--- config.mk ---
export PLATFORM = sky130hd
export DESIGN_NAME = ccu_slice_clkreq_sched
export DESIGN_NICKNAME = d
export VERILOG_FILES = /design/src/rtl/ccu_slice_clkreq_sched.sv
export SDC_FILE = /design/constraint.sdc
export NUM_CORES = 1
export LEC_CHECK = 0
export CAP_MARGIN = 25
export CORE_MARGIN = 2
export CORE_UTILIZATION = 45
export CTS_CLUSTER_DIAMETER = 100
export DETAILED_ROUTE_END_ITERATION = 10
export PLACE_DENSITY_LB_ADDON = 0.08
export SYNTH_ARGS = -nofsm -noshare
export SYNTH_HDL_FRONTEND = slang
export SYNTH_SLANG_ARGS = --single-unit
--- constraint.sdc ---
create_clock -name clk -period 4.2 [get_ports clk]
set_clock_uncertainty 0.2 [all_clocks]
set_input_delay 0.42 -clock clk [delete_from_list [all_inputs] [get_ports clk]]
set_output_delay 0.42 -clock clk [all_outputs]
set_load 0.02 [all_outputs]
--- src/rtl/ccu_slice_clkreq_sched.sv ---
// ccu_slice_clkreq_sched
//
// Sequences clock ungate/gate requests from several CCU clock slices onto the
// single command port of the shared clock generator. A slice is pending while
// its level request differs from its level ack. Pending slices are served
// round-robin, one command at a time. Each command waits for completion and
// then for a programmable settle gap, and the slice's ack follows the
// latched command.
//
// Ports:
//   clk         sole clock
//   rst         synchronous, active-high reset
//   clkreq      per-slice level request (1 = clock wanted, 0 = may gate)
//   clkack      per-slice level ack, updated once the slice's command completes
//   settle_dly  idle cycles inserted after each completion (sampled at completion)
//   cmd_valid   command offered to the clock generator
//   cmd_slice   target slice of the command
//   cmd_on      1 = ungate, 0 = gate
//   cmd_ready   generator accepts the command when cmd_valid & cmd_ready
//   cmd_done    one-cycle completion pulse, one per accepted command
//   busy        high whenever the scheduler is not idle
//   proto_err   sticky flag for a cmd_done outside the completion wait
module ccu_slice_clkreq_sched #(
    parameter int NUM_SLICES = 4,
    parameter int SEL_W      = $clog2(NUM_SLICES),
    parameter int DLY_W      = 8
) (
    input  logic                  clk,
    input  logic                  rst,
    input  logic [NUM_SLICES-1:0] clkreq,
    output logic [NUM_SLICES-1:0] clkack,
    input  logic [DLY_W-1:0]      settle_dly,
    output logic                  cmd_valid,
    output logic [SEL_W-1:0]      cmd_slice,
    output logic                  cmd_on,
    input  logic                  cmd_ready,
    input  logic                  cmd_done,
    output logic                  busy,
    output logic                  proto_err
);

    typedef enum logic [1:0] {
        ST_IDLE      = 2'd0,
        ST_ISSUE     = 2'd1,
        ST_WAIT_DONE = 2'd2,
        ST_SETTLE    = 2'd3
    } state_t;

    state_t                state_r, state_nxt_s;
    logic [NUM_SLICES-1:0] clkack_r, clkack_nxt_s;
    logic [NUM_SLICES-1:0] pending_s;
    logic [SEL_W-1:0]      cmd_slice_r, cmd_slice_nxt_s;
    logic [SEL_W-1:0]      rr_ptr_r, rr_ptr_nxt_s;
    logic                  cmd_on_r, cmd_on_nxt_s;
    logic                  cmd_valid_r;
    logic                  busy_r;
    logic                  proto_err_r, proto_err_nxt_s;
    logic [DLY_W-1:0]      cnt_r, cnt_nxt_s;
    logic [SEL_W:0]        pick_s;

    // Round-robin pick: {found, index} of the first pending slice at or after ptr.
    function automatic logic [SEL_W:0] rr_pick(input logic [NUM_SLICES-1:0] pend,
                                               input logic [SEL_W-1:0]      ptr);
        logic [SEL_W:0]   res;
        logic [SEL_W-1:0] idx;
        res = '0;
        for (int k = 0; k < NUM_SLICES; k++) begin
            idx = SEL_W'((int'(ptr) + k) % NUM_SLICES);
            if (pend[idx] && !res[SEL_W]) begin
                res = {1'b1, idx};
            end else begin
                res = res;
            end
        end
        return res;
    endfunction

    // Slice index following idx, wrapping at NUM_SLICES.
    function automatic logic [SEL_W-1:0] next_slice(input logic [SEL_W-1:0] idx);
        if (idx == SEL_W'(NUM_SLICES - 1)) begin
            return '0;
        end else begin
            return idx + SEL_W'(1);
        end
    endfunction

    assign pending_s = clkreq ^ clkack_r;
    assign pick_s    = rr_pick(pending_s, rr_ptr_r);

    // Next-state, command latching, ack update and settle countdown.
    always_comb begin
        state_nxt_s     = state_r;
        clkack_nxt_s    = clkack_r;
        cmd_slice_nxt_s = cmd_slice_r;
        cmd_on_nxt_s    = cmd_on_r;
        rr_ptr_nxt_s    = rr_ptr_r;
        cnt_nxt_s       = cnt_r;
        // Completion is only legal while waiting for it; acceptance happens in
        // ISSUE, so a done coincident with acceptance is also caught here.
        proto_err_nxt_s = proto_err_r | (cmd_done & (state_r != ST_WAIT_DONE));

        case (state_r)
            ST_IDLE: begin
                if (pick_s[SEL_W]) begin
                    state_nxt_s     = ST_ISSUE;
                    cmd_slice_nxt_s = pick_s[SEL_W-1:0];
                    cmd_on_nxt_s    = clkreq[pick_s[SEL_W-1:0]];
                end else begin
                    state_nxt_s = ST_IDLE;
                end
            end
            ST_ISSUE: begin
                if (cmd_ready) begin
                    state_nxt_s = ST_WAIT_DONE;
                end else begin
                    state_nxt_s = ST_ISSUE;
                end
            end
            ST_WAIT_DONE: begin
                if (cmd_done) begin
                    // The ack takes the latched command, not the live request.
                    clkack_nxt_s[cmd_slice_r] = cmd_on_r;
                    rr_ptr_nxt_s              = next_slice(cmd_slice_r);
                    cnt_nxt_s                 = settle_dly;
                    if (settle_dly != '0) begin
                        state_nxt_s = ST_SETTLE;
                    end else begin
                        state_nxt_s = ST_IDLE;
                    end
                end else begin
                    state_nxt_s = ST_WAIT_DONE;
                end
            end
            ST_SETTLE: begin
                cnt_nxt_s = cnt_r - DLY_W'(1);
                if (cnt_r <= DLY_W'(1)) begin
                    state_nxt_s = ST_IDLE;
                    cnt_nxt_s   = '0;
                end else begin
                    state_nxt_s = ST_SETTLE;
                end
            end
            default: begin
                state_nxt_s = ST_IDLE;
            end
        endcase
    end

    // State and registered outputs; valid/busy are derived from the next state
    // so they line up with the state they describe.
    always_ff @(posedge clk) begin
        if (rst) begin
            state_r     <= ST_IDLE;
            clkack_r    <= '0;
            cmd_slice_r <= '0;
            cmd_on_r    <= 1'b0;
            rr_ptr_r    <= '0;
            cnt_r       <= '0;
            cmd_valid_r <= 1'b0;
            busy_r      <= 1'b0;
            proto_err_r <= 1'b0;
        end else begin
            state_r     <= state_nxt_s;
            clkack_r    <= clkack_nxt_s;
            cmd_slice_r <= cmd_slice_nxt_s;
            cmd_on_r    <= cmd_on_nxt_s;
            rr_ptr_r    <= rr_ptr_nxt_s;
            cnt_r       <= cnt_nxt_s;
            cmd_valid_r <= (state_nxt_s == ST_ISSUE);
            busy_r      <= (state_nxt_s != ST_IDLE);
            proto_err_r <= proto_err_nxt_s;
        end
    end

    assign clkack    = clkack_r;
    assign cmd_valid = cmd_valid_r;
    assign cmd_slice = cmd_slice_r;
    assign cmd_on    = cmd_on_r;
    assign busy      = busy_r;
    assign proto_err = proto_err_r;

endmodule

==> impl_metrics.prom, run 1 <==
# TYPE chip_impl_metric gauge
chip_impl_metric{name="final_max_slew_viol_count",unit=""} 0
chip_impl_metric{name="gr-usage-met1",unit="%"} 28.2
chip_impl_metric{name="layout_worst_path_cycle_share",unit="%"} 52.2
chip_impl_metric{name="area_growth",unit="%"} 22.3
chip_impl_metric{name="final.setup.tns",unit="ps"} 0
chip_impl_metric{name="ioPinCount",unit=""} 26
chip_impl_metric{name="synth_cells",unit=""} 165
chip_impl_metric{name="hpwl",unit="mm"} 2.40
chip_impl_metric{name="via_count",unit=""} 1286
chip_impl_metric{name="worstMarginPinSlew",unit="ps"} 864
chip_impl_metric{name="cts_num_sinks",unit=""} 22
chip_impl_metric{name="via_per_inst",unit=""} 5.85
chip_impl_metric{name="floorplan.die.height",unit="µm"} 58.3
chip_impl_metric{name="synth.yosys.warnings",unit=""} 0
chip_impl_info{name="crit_path_start_kind",value="input pin"} 1
chip_impl_metric{name="core-area",unit="µm²"} 2780
chip_impl_metric{name="max_cap_viol_count",unit=""} 0
chip_impl_metric{name="drc",unit=""} 0
chip_impl_info{name="post_synth_top_flop",value="sky130_fd_sc_hd__dfxtp_1"} 1
chip_impl_info{name="clk_root_buffer_cell",value="sky130_fd_sc_hd__clkbuf_4"} 1
chip_impl_metric{name="first_pass_grt_wire_length",unit="mm"} 5.33
chip_impl_metric{name="grt_max_degree",unit=""} 23
chip_impl_metric{name="post_cts_hold_buffers",unit=""} 0
chip_impl_metric{name="yosys_register_bits",unit=""} 22
chip_impl_metric{name="vdd.ir_drop.worst",unit="V"} 0.000180
chip_impl_info{name="cts_tree",value="yes"} 1
chip_impl_metric{name="power.static_leakage",unit="µW"} 0.000578
chip_impl_metric{name="synth-seq-area-share",unit="%"} 33.2
chip_impl_info{name="globalRoute.busiestLayer",value="met2"} 1
chip_impl_metric{name="port_buffers",unit=""} 25
chip_impl_metric{name="arrival",unit="ps"} 2200
chip_impl_metric{name="ctsResizeCount",unit=""} 0
chip_impl_info{name="hold_class",value="register to register"} 1
chip_impl_metric{name="ant_nets",unit=""} 0
chip_impl_metric{name="wirelength",unit="mm"} 3.19
chip_impl_metric{name="setup_viol",unit=""} 0
chip_impl_metric{name="maxSlewHeadroom",unit="%"} 42.2
chip_impl_metric{name="power_per_cell_area",unit="nW/µm²"} 301
chip_impl_info{name="status",value="finished clean"} 1
chip_impl_metric{name="met3_demand_to_capacity_share_in_global_routing",unit="%"} 2.90
chip_impl_metric{name="initial_utilization",unit="%"} 47.6
chip_impl_metric{name="synth_area",unit="µm²"} 1330
chip_impl_metric{name="clk-insertion-delay-late",unit="ps"} 300
chip_impl_metric{name="totalPowerFinal",unit="µW"} 488
chip_impl_metric{name="post_synth.cell_area_avg",unit="µm²"} 8.03
chip_impl_metric{name="gr-total-overflow",unit=""} 0
chip_impl_metric{name="count_of_flip_flops_with_a_built_in_enable_after_synthesis",unit=""} 0
chip_impl_info{name="worstSetupPathType",value="input pin to register"} 1
chip_impl_metric{name="final.min_clock_period",unit="ps"} 2190
chip_impl_metric{name="drt-wirelength-per-cell",unit="µm"} 14.5
chip_impl_metric{name="post_route_cells_drive_above_1_share",unit="%"} 5.82
chip_impl_metric{name="postPlaceCellArea",unit="µm²"} 1600
chip_impl_metric{name="achievable-frequency",unit="MHz"} 456
chip_impl_metric{name="critical_path_peak_fanout",unit=""} 4
chip_impl_metric{name="cts_max_path_buffers",unit=""} 2
chip_impl_metric{name="synth.distinct_cells",unit=""} 44
chip_impl_metric{name="grt_util_met2",unit="%"} 32.1
chip_impl_metric{name="number_of_placement_rows",unit=""} 19
chip_impl_metric{name="finalWeightedCongestion",unit=""} 0.852
chip_impl_metric{name="async_reset_ff_share",unit="%"} 0
chip_impl_metric{name="cts-buffers-inserted",unit=""} 3
chip_impl_metric{name="first_global_vias",unit=""} 1204
chip_impl_metric{name="initialDrtViolationCount",unit=""} 69
chip_impl_metric{name="track_usage",unit="%"} 20.3
chip_impl_metric{name="cts_setup_buffers",unit=""} 0
chip_impl_metric{name="h-tree-depth",unit=""} 1
chip_impl_metric{name="worstPathRequired",unit="ps"} 4210
chip_impl_metric{name="hold_viol",unit=""} 0
chip_impl_info{name="worst_setup_path_end_kind",value="register"} 1
chip_impl_metric{name="drt_pass1_iterations",unit=""} 4
chip_impl_metric{name="finalInstanceArea",unit="µm²"} 1620
chip_impl_metric{name="num-nets-final",unit=""} 213
chip_impl_metric{name="antenna_found_initial",unit=""} 0
chip_impl_metric{name="die_w",unit="µm"} 58.3
chip_impl_metric{name="postSynthNetCount",unit=""} 187
chip_impl_metric{name="area_of_the_die",unit="µm²"} 3390
chip_impl_metric{name="cts.reportedPaths.clkPinSlew",unit="ps"} 120
chip_impl_metric{name="final.hold.worst_slack",unit="ps"} 283
chip_impl_metric{name="ant_diodes",unit=""} 0
chip_impl_info{name="grt_setup_unrepaired",value="no"} 1
cell usage after synthesis (4+ instances only):
cell | number | area [µm²]
sky130_fd_sc_hd__o221ai_1 | 5 | 43.8
sky130_fd_sc_hd__inv_1 | 10 | 37.5
sky130_fd_sc_hd__nor2_1 | 15 | 56.3
sky130_fd_sc_hd__a31oi_1 | 4 | 25.0
sky130_fd_sc_hd__o21ai_1 | 5 | 25.0
sky130_fd_sc_hd__dfxtp_1 | 22 | 440
sky130_fd_sc_hd__a21oi_1 | 15 | 75.1
sky130_fd_sc_hd__ha_1 | 6 | 75.1
sky130_fd_sc_hd__nand3_1 | 9 | 45.0
sky130_fd_sc_hd__nand2_1 | 21 | 78.8
cell type report:
cell class                      count  area (µm²)
Clock buffer                        3        22.5
Fill cell                         264        1160
Inverter                           10        37.5
Multi-Input combinational cell    129         831
Sequential cell                    22         440
Tap cell                           31        38.8
Timing Repair Buffer               25         250
routing by layer:
metal	part of all wire, %	up-vias
met5	0	-
met4	0.59	0
met3	5.4	2
met2	46	44
met1	48	593
li1	-	647
power by group:
| group | switching (µW) | leakage, µW | total [µW] | internal [µW] |
|---|---|---|---|---|
| combinational | 78.4 | 0.000384 | 146 | 67.6 |
| clock | 63.1 | 0.0000138 | 96.5 | 33.4 |
| sequential | 19.9 | 0.000180 | 245 | 225 |
| total | 161 | 0.000578 | 488 | 326 |
registers in the layout, summed over array words and instances, names as in the netlist:
register	count
cmd_on	1
clkack	4
proto_err	1
cmd_slice	2
busy	1
state_r	2
rr_ptr_r	2
cmd_valid	1
cnt_r	8
logic make-up (layout without fill, tap and decap cells):
logic type / after synthesis / count (layout) / share of synthesized area (%)
xor+xnor: 6 / 6 / 4.53
flops: 22 / 22 / 33.2
fa+ha+maj: 6 / 6 / 5.67
buf+inv: 14 / 38 / 4.06
mux: 2 / 2 / 1.70
compound gates: 48 / 48 / 25.2
simple gates: 67 / 67 / 25.6
critical path, stage by stage:
cell and delay [ps]:
sky130_fd_sc_hd__clkdlybuf4s50_1 460, sky130_fd_sc_hd__xnor2_1 400, sky130_fd_sc_hd__o221ai_1 270, sky130_fd_sc_hd__nand2_1 120, sky130_fd_sc_hd__mux2_1 320, sky130_fd_sc_hd__o211a_1 200
final timing paths:
check,startpoint,cells after the start,slack [ps],endpoint
max,clkreq[0],6,2010,cmd_on
min,proto_err,2,280,proto_err
max reg2reg,cnt_r[0],7,2100,cmd_valid
min reg2reg,proto_err,2,280,proto_err
placed cells by master, fill, tap and decap left out, types with 2 or more instances in the layout:
| cell type | instances |
|---|---|
| sky130_fd_sc_hd__clkdlybuf4s50_1 | 25 |
| sky130_fd_sc_hd__o21ai_0 | 3 |
| sky130_fd_sc_hd__nor3_2 | 2 |
| sky130_fd_sc_hd__xnor2_1 | 3 |
| sky130_fd_sc_hd__a22oi_1 | 2 |
| sky130_fd_sc_hd__nor2_1 | 15 |
| sky130_fd_sc_hd__dfxtp_1 | 22 |
| sky130_fd_sc_hd__nand2b_1 | 2 |
| sky130_fd_sc_hd__nand3b_1 | 2 |
| sky130_fd_sc_hd__a31oi_1 | 4 |
| sky130_fd_sc_hd__o21ai_1 | 5 |
| sky130_fd_sc_hd__a211oi_1 | 3 |
| sky130_fd_sc_hd__nor3_1 | 3 |
| sky130_fd_sc_hd__nand2_1 | 21 |
| sky130_fd_sc_hd__or4_1 | 2 |
| sky130_fd_sc_hd__xor2_1 | 2 |
| sky130_fd_sc_hd__inv_1 | 10 |
| sky130_fd_sc_hd__nand3_1 | 9 |
| sky130_fd_sc_hd__ha_1 | 6 |
| sky130_fd_sc_hd__a21oi_1 | 15 |
| sky130_fd_sc_hd__clkbuf_4 | 3 |
| sky130_fd_sc_hd__o221ai_1 | 5 |
| sky130_fd_sc_hd__nor2b_1 | 3 |
| sky130_fd_sc_hd__o21a_1 | 2 |
through the flow:
| step | setup WS (ps) | cells | utilization (%) |
|---|---|---|---|
| 2_1_floorplan | 2310 | 165 | - |
| 4_1_cts | 2030 | 220 | 58.3 |
| 3_3_place_gp | 1800 | 217 | 57.4 |
| 5_1_grt | 1880 | 220 | 58.3 |
| 6_report | 2010 | 220 | 58.3 |
| 3_5_place_dp | 1700 | 217 | 57.4 |
Note: power is estimated with default switching activity, not from simulation.
==> run 2: changes to the inputs <==
==> constraint.sdc (replaced) <==
create_clock -name clk -period 1.9 [get_ports clk]
set_clock_uncertainty 0.2 [all_clocks]
set_input_delay 0.19 -clock clk [delete_from_list [all_inputs] [get_ports clk]]
set_output_delay 0.19 -clock clk [all_outputs]
set_load 0.02 [all_outputs]
==> run 2 against run 1 <==
Against the previous run:
- sequential share of layout area decreased by 3.3 points
- critical path type is now register to output port
- wire length up 10%
- clock power increased to 3.8 times the previous value
- final cell count is 10% higher
- critical path depth down 5
- final area increased by 16%
- first-iteration DRC count fell by 23%
- count of clock-buffer cells in the layout stayed put
- via count is 7.0% higher
- power rose to 2.7 times the previous value
==> impl_metrics.prom, run 2 (synthesis results as in run 1) <==
# TYPE chip_impl_metric gauge
chip_impl_metric{name="critical_path_buf_inv_count",unit=""} 1
chip_impl_metric{name="worstPathRequired",unit="ps"} 1510
chip_impl_metric{name="number_of_placement_rows",unit=""} 19
chip_impl_info{name="status",value="finished clean"} 1
chip_impl_metric{name="hold_viol",unit=""} 0
chip_impl_metric{name="antenna_found_initial",unit=""} 0
chip_impl_metric{name="finalWeightedCongestion",unit=""} 0.867
chip_impl_info{name="grt_setup_unrepaired",value="no"} 1
chip_impl_metric{name="layout_worst_path_cycle_share",unit="%"} 96.0
chip_impl_metric{name="setup_viol",unit=""} 0
chip_impl_metric{name="max_cap_viol_count",unit=""} 0
chip_impl_metric{name="gr-total-overflow",unit=""} 0
chip_impl_metric{name="post_route_cells_drive_above_1_share",unit="%"} 23.2
chip_impl_info{name="cp_cell_sequence",value="clkdlybuf4s50_1"} 1
chip_impl_info{name="hold_class",value="input pin to register"} 1
chip_impl_info{name="worstSetupPathType",value="register to output port"} 1
chip_impl_metric{name="cts-buffers-inserted",unit=""} 3
chip_impl_info{name="max_flop_register",value="cnt_r"} 1
chip_impl_metric{name="hpwl",unit="mm"} 2.65
chip_impl_metric{name="wirelength",unit="mm"} 3.52
chip_impl_info{name="layout.cells.most_common_list",value="sky130_fd_sc_hd__clkdlybuf4s50_1, sky130_fd_sc_hd__nand2_1, sky130_fd_sc_hd__buf_4"} 1
chip_impl_metric{name="via_per_inst",unit=""} 5.69
chip_impl_metric{name="core-area",unit="µm²"} 2780
chip_impl_metric{name="h-tree-depth",unit=""} 1
chip_impl_metric{name="cts.reportedPaths.clkPinSlew",unit="ps"} 130
chip_impl_metric{name="grt_max_degree",unit=""} 16
chip_impl_metric{name="maxSlewHeadroom",unit="%"} 65.8
chip_impl_metric{name="power_per_cell_area",unit="nW/µm²"} 689
chip_impl_metric{name="final.min_clock_period",unit="ps"} 1820
chip_impl_info{name="worst_setup_path_end_kind",value="output port"} 1
chip_impl_metric{name="max_reg_flops",unit=""} 8
chip_impl_metric{name="n_fill_cell",unit=""} 220
chip_impl_metric{name="cts_num_sinks",unit=""} 22
chip_impl_metric{name="worstMarginPinSlew",unit="ps"} 508
chip_impl_info{name="critPathSlowestCell",value="sky130_fd_sc_hd__clkdlybuf4s50_1"} 1
chip_impl_metric{name="achievable-frequency",unit="MHz"} 548
chip_impl_info{name="globalRoute.busiestLayer",value="met2"} 1
chip_impl_info{name="crit_path_start_kind",value="register"} 1
chip_impl_metric{name="port_buffers",unit=""} 25
chip_impl_metric{name="post_cts_hold_buffers",unit=""} 0
chip_impl_info{name="clk_root_buffer_cell",value="sky130_fd_sc_hd__clkbuf_4"} 1
chip_impl_metric{name="worstSetupPathDepth",unit=""} 1
chip_impl_metric{name="ioPinCount",unit=""} 26
chip_impl_metric{name="cts_max_path_buffers",unit=""} 2
chip_impl_metric{name="ant_nets",unit=""} 0
chip_impl_metric{name="met3_demand_to_capacity_share_in_global_routing",unit="%"} 4.46
chip_impl_metric{name="grt_util_met2",unit="%"} 35.2
chip_impl_metric{name="via_count",unit=""} 1376
chip_impl_metric{name="post-route-util",unit="%"} 67.7
chip_impl_metric{name="drt-wirelength-per-cell",unit="µm"} 14.6
chip_impl_metric{name="floorplan.die.height",unit="µm"} 58.3
chip_impl_metric{name="power.static_leakage",unit="µW"} 0.000717
chip_impl_metric{name="die_w",unit="µm"} 58.3
chip_impl_info{name="critical-path-top-delay-family",value="buffers and inverters"} 1
chip_impl_metric{name="clk-insertion-delay-late",unit="ps"} 310
chip_impl_metric{name="gr-usage-met1",unit="%"} 32.0
chip_impl_metric{name="placedCellCount",unit=""} 236
chip_impl_metric{name="worstHoldPathCells",unit=""} 3
chip_impl_info{name="mostFrequentLayoutCell",value="sky130_fd_sc_hd__clkdlybuf4s50_1"} 1
chip_impl_metric{name="drc",unit=""} 0
chip_impl_metric{name="initialDrtViolationCount",unit=""} 53
chip_impl_info{name="cts_tree",value="yes"} 1
chip_impl_metric{name="vdd.ir_drop.worst",unit="V"} 0.000649
chip_impl_metric{name="area_of_the_die",unit="µm²"} 3390
chip_impl_metric{name="final_cells",unit=""} 242
chip_impl_metric{name="arrival",unit="ps"} 1430
chip_impl_metric{name="area_growth",unit="%"} 42.0
chip_impl_metric{name="critical_path_peak_fanout",unit=""} 4
chip_impl_metric{name="num-nets-final",unit=""} 234
chip_impl_metric{name="totalPowerFinal",unit="µW"} 1300
chip_impl_metric{name="first_pass_grt_wire_length",unit="mm"} 5.87
chip_impl_metric{name="track_usage",unit="%"} 22.2
chip_impl_metric{name="first_global_vias",unit=""} 1276
chip_impl_metric{name="ant_diodes",unit=""} 0
chip_impl_metric{name="worst_path_largest_cell_delay",unit="ps"} 650
chip_impl_metric{name="final_max_slew_viol_count",unit=""} 0
chip_impl_metric{name="drt_pass1_iterations",unit=""} 4
chip_impl_metric{name="initial_utilization",unit="%"} 47.6
chip_impl_metric{name="register_to_register_path_depth",unit=""} 7
[run 2: cell count changes in the layout (fill, tap and decap cells not counted), sizes merged]
cell | before | now
bufinv | 0 | 1
buf | 0 | 21
dlymetal6s2s | 0 | 1
clkdlybuf4s50 | 25 | 24
[run 2: power by group]
| group | internal, µW | switching (µW) |
|---|---|---|
| Clock | 213 | 149 |
| Combinational | 197 | 193 |
| Sequential | 500 | 44.6 |
[run 2: final timing paths]
| path | from | endpoint | slack, ps |
|---|---|---|---|
| setup / recovery | clkack[1] | clkack[1] | 80 |
| hold reg to reg | proto_err | proto_err | 300 |
| hold / removal | clkreq[3] | cmd_on | 230 |
| setup reg to reg | cnt_r[0] | cnt_r[6] | 90 |
[run 2: metrics by stage]
step	setup TNS [ps]	worst slack (ps)	hold slack, ps	cell area (µm²)
finish	0	76.8	233	1880
global route	0	3.88	252	1880
CTS	0	23.7	272	1810
detailed placement	-1320	-282	275	1740
global placement	-1020	-197	258	1740
floorplan	0	11.1	62.1	1330
[run 2: what timing repair did]
action	in CTS	in global routing
resized for setup	3	19
setup buffers	0	2
pin swaps	0	3
setup endpoints to repair	4	15
[run 2: per-layer routing]
layer	wire, µm	vias up
met5	0	-
met4	17	0
met3	163	2
met2	1660	41
met1	1680	642
li1	-	691
[run 2: cell type report]
cell class	count	area (µm²)	share of cell area, %
Sequential cell	22	449	23.9
Clock inverter	1	30.0	1.60
Inverter	10	37.5	1.99
Clock buffer	3	22.5	1.20
Timing Repair Buffer	46	410	21.8
Multi-Input combinational cell	129	893	47.5
Tap cell	31	38.8	2.06
[run 2: worst min-delay path, cell delays in order]
cell and delay [ps]:
sky130_fd_sc_hd__dlymetal6s2s_1 210, sky130_fd_sc_hd__mux2_1 180, sky130_fd_sc_hd__o211a_1 130
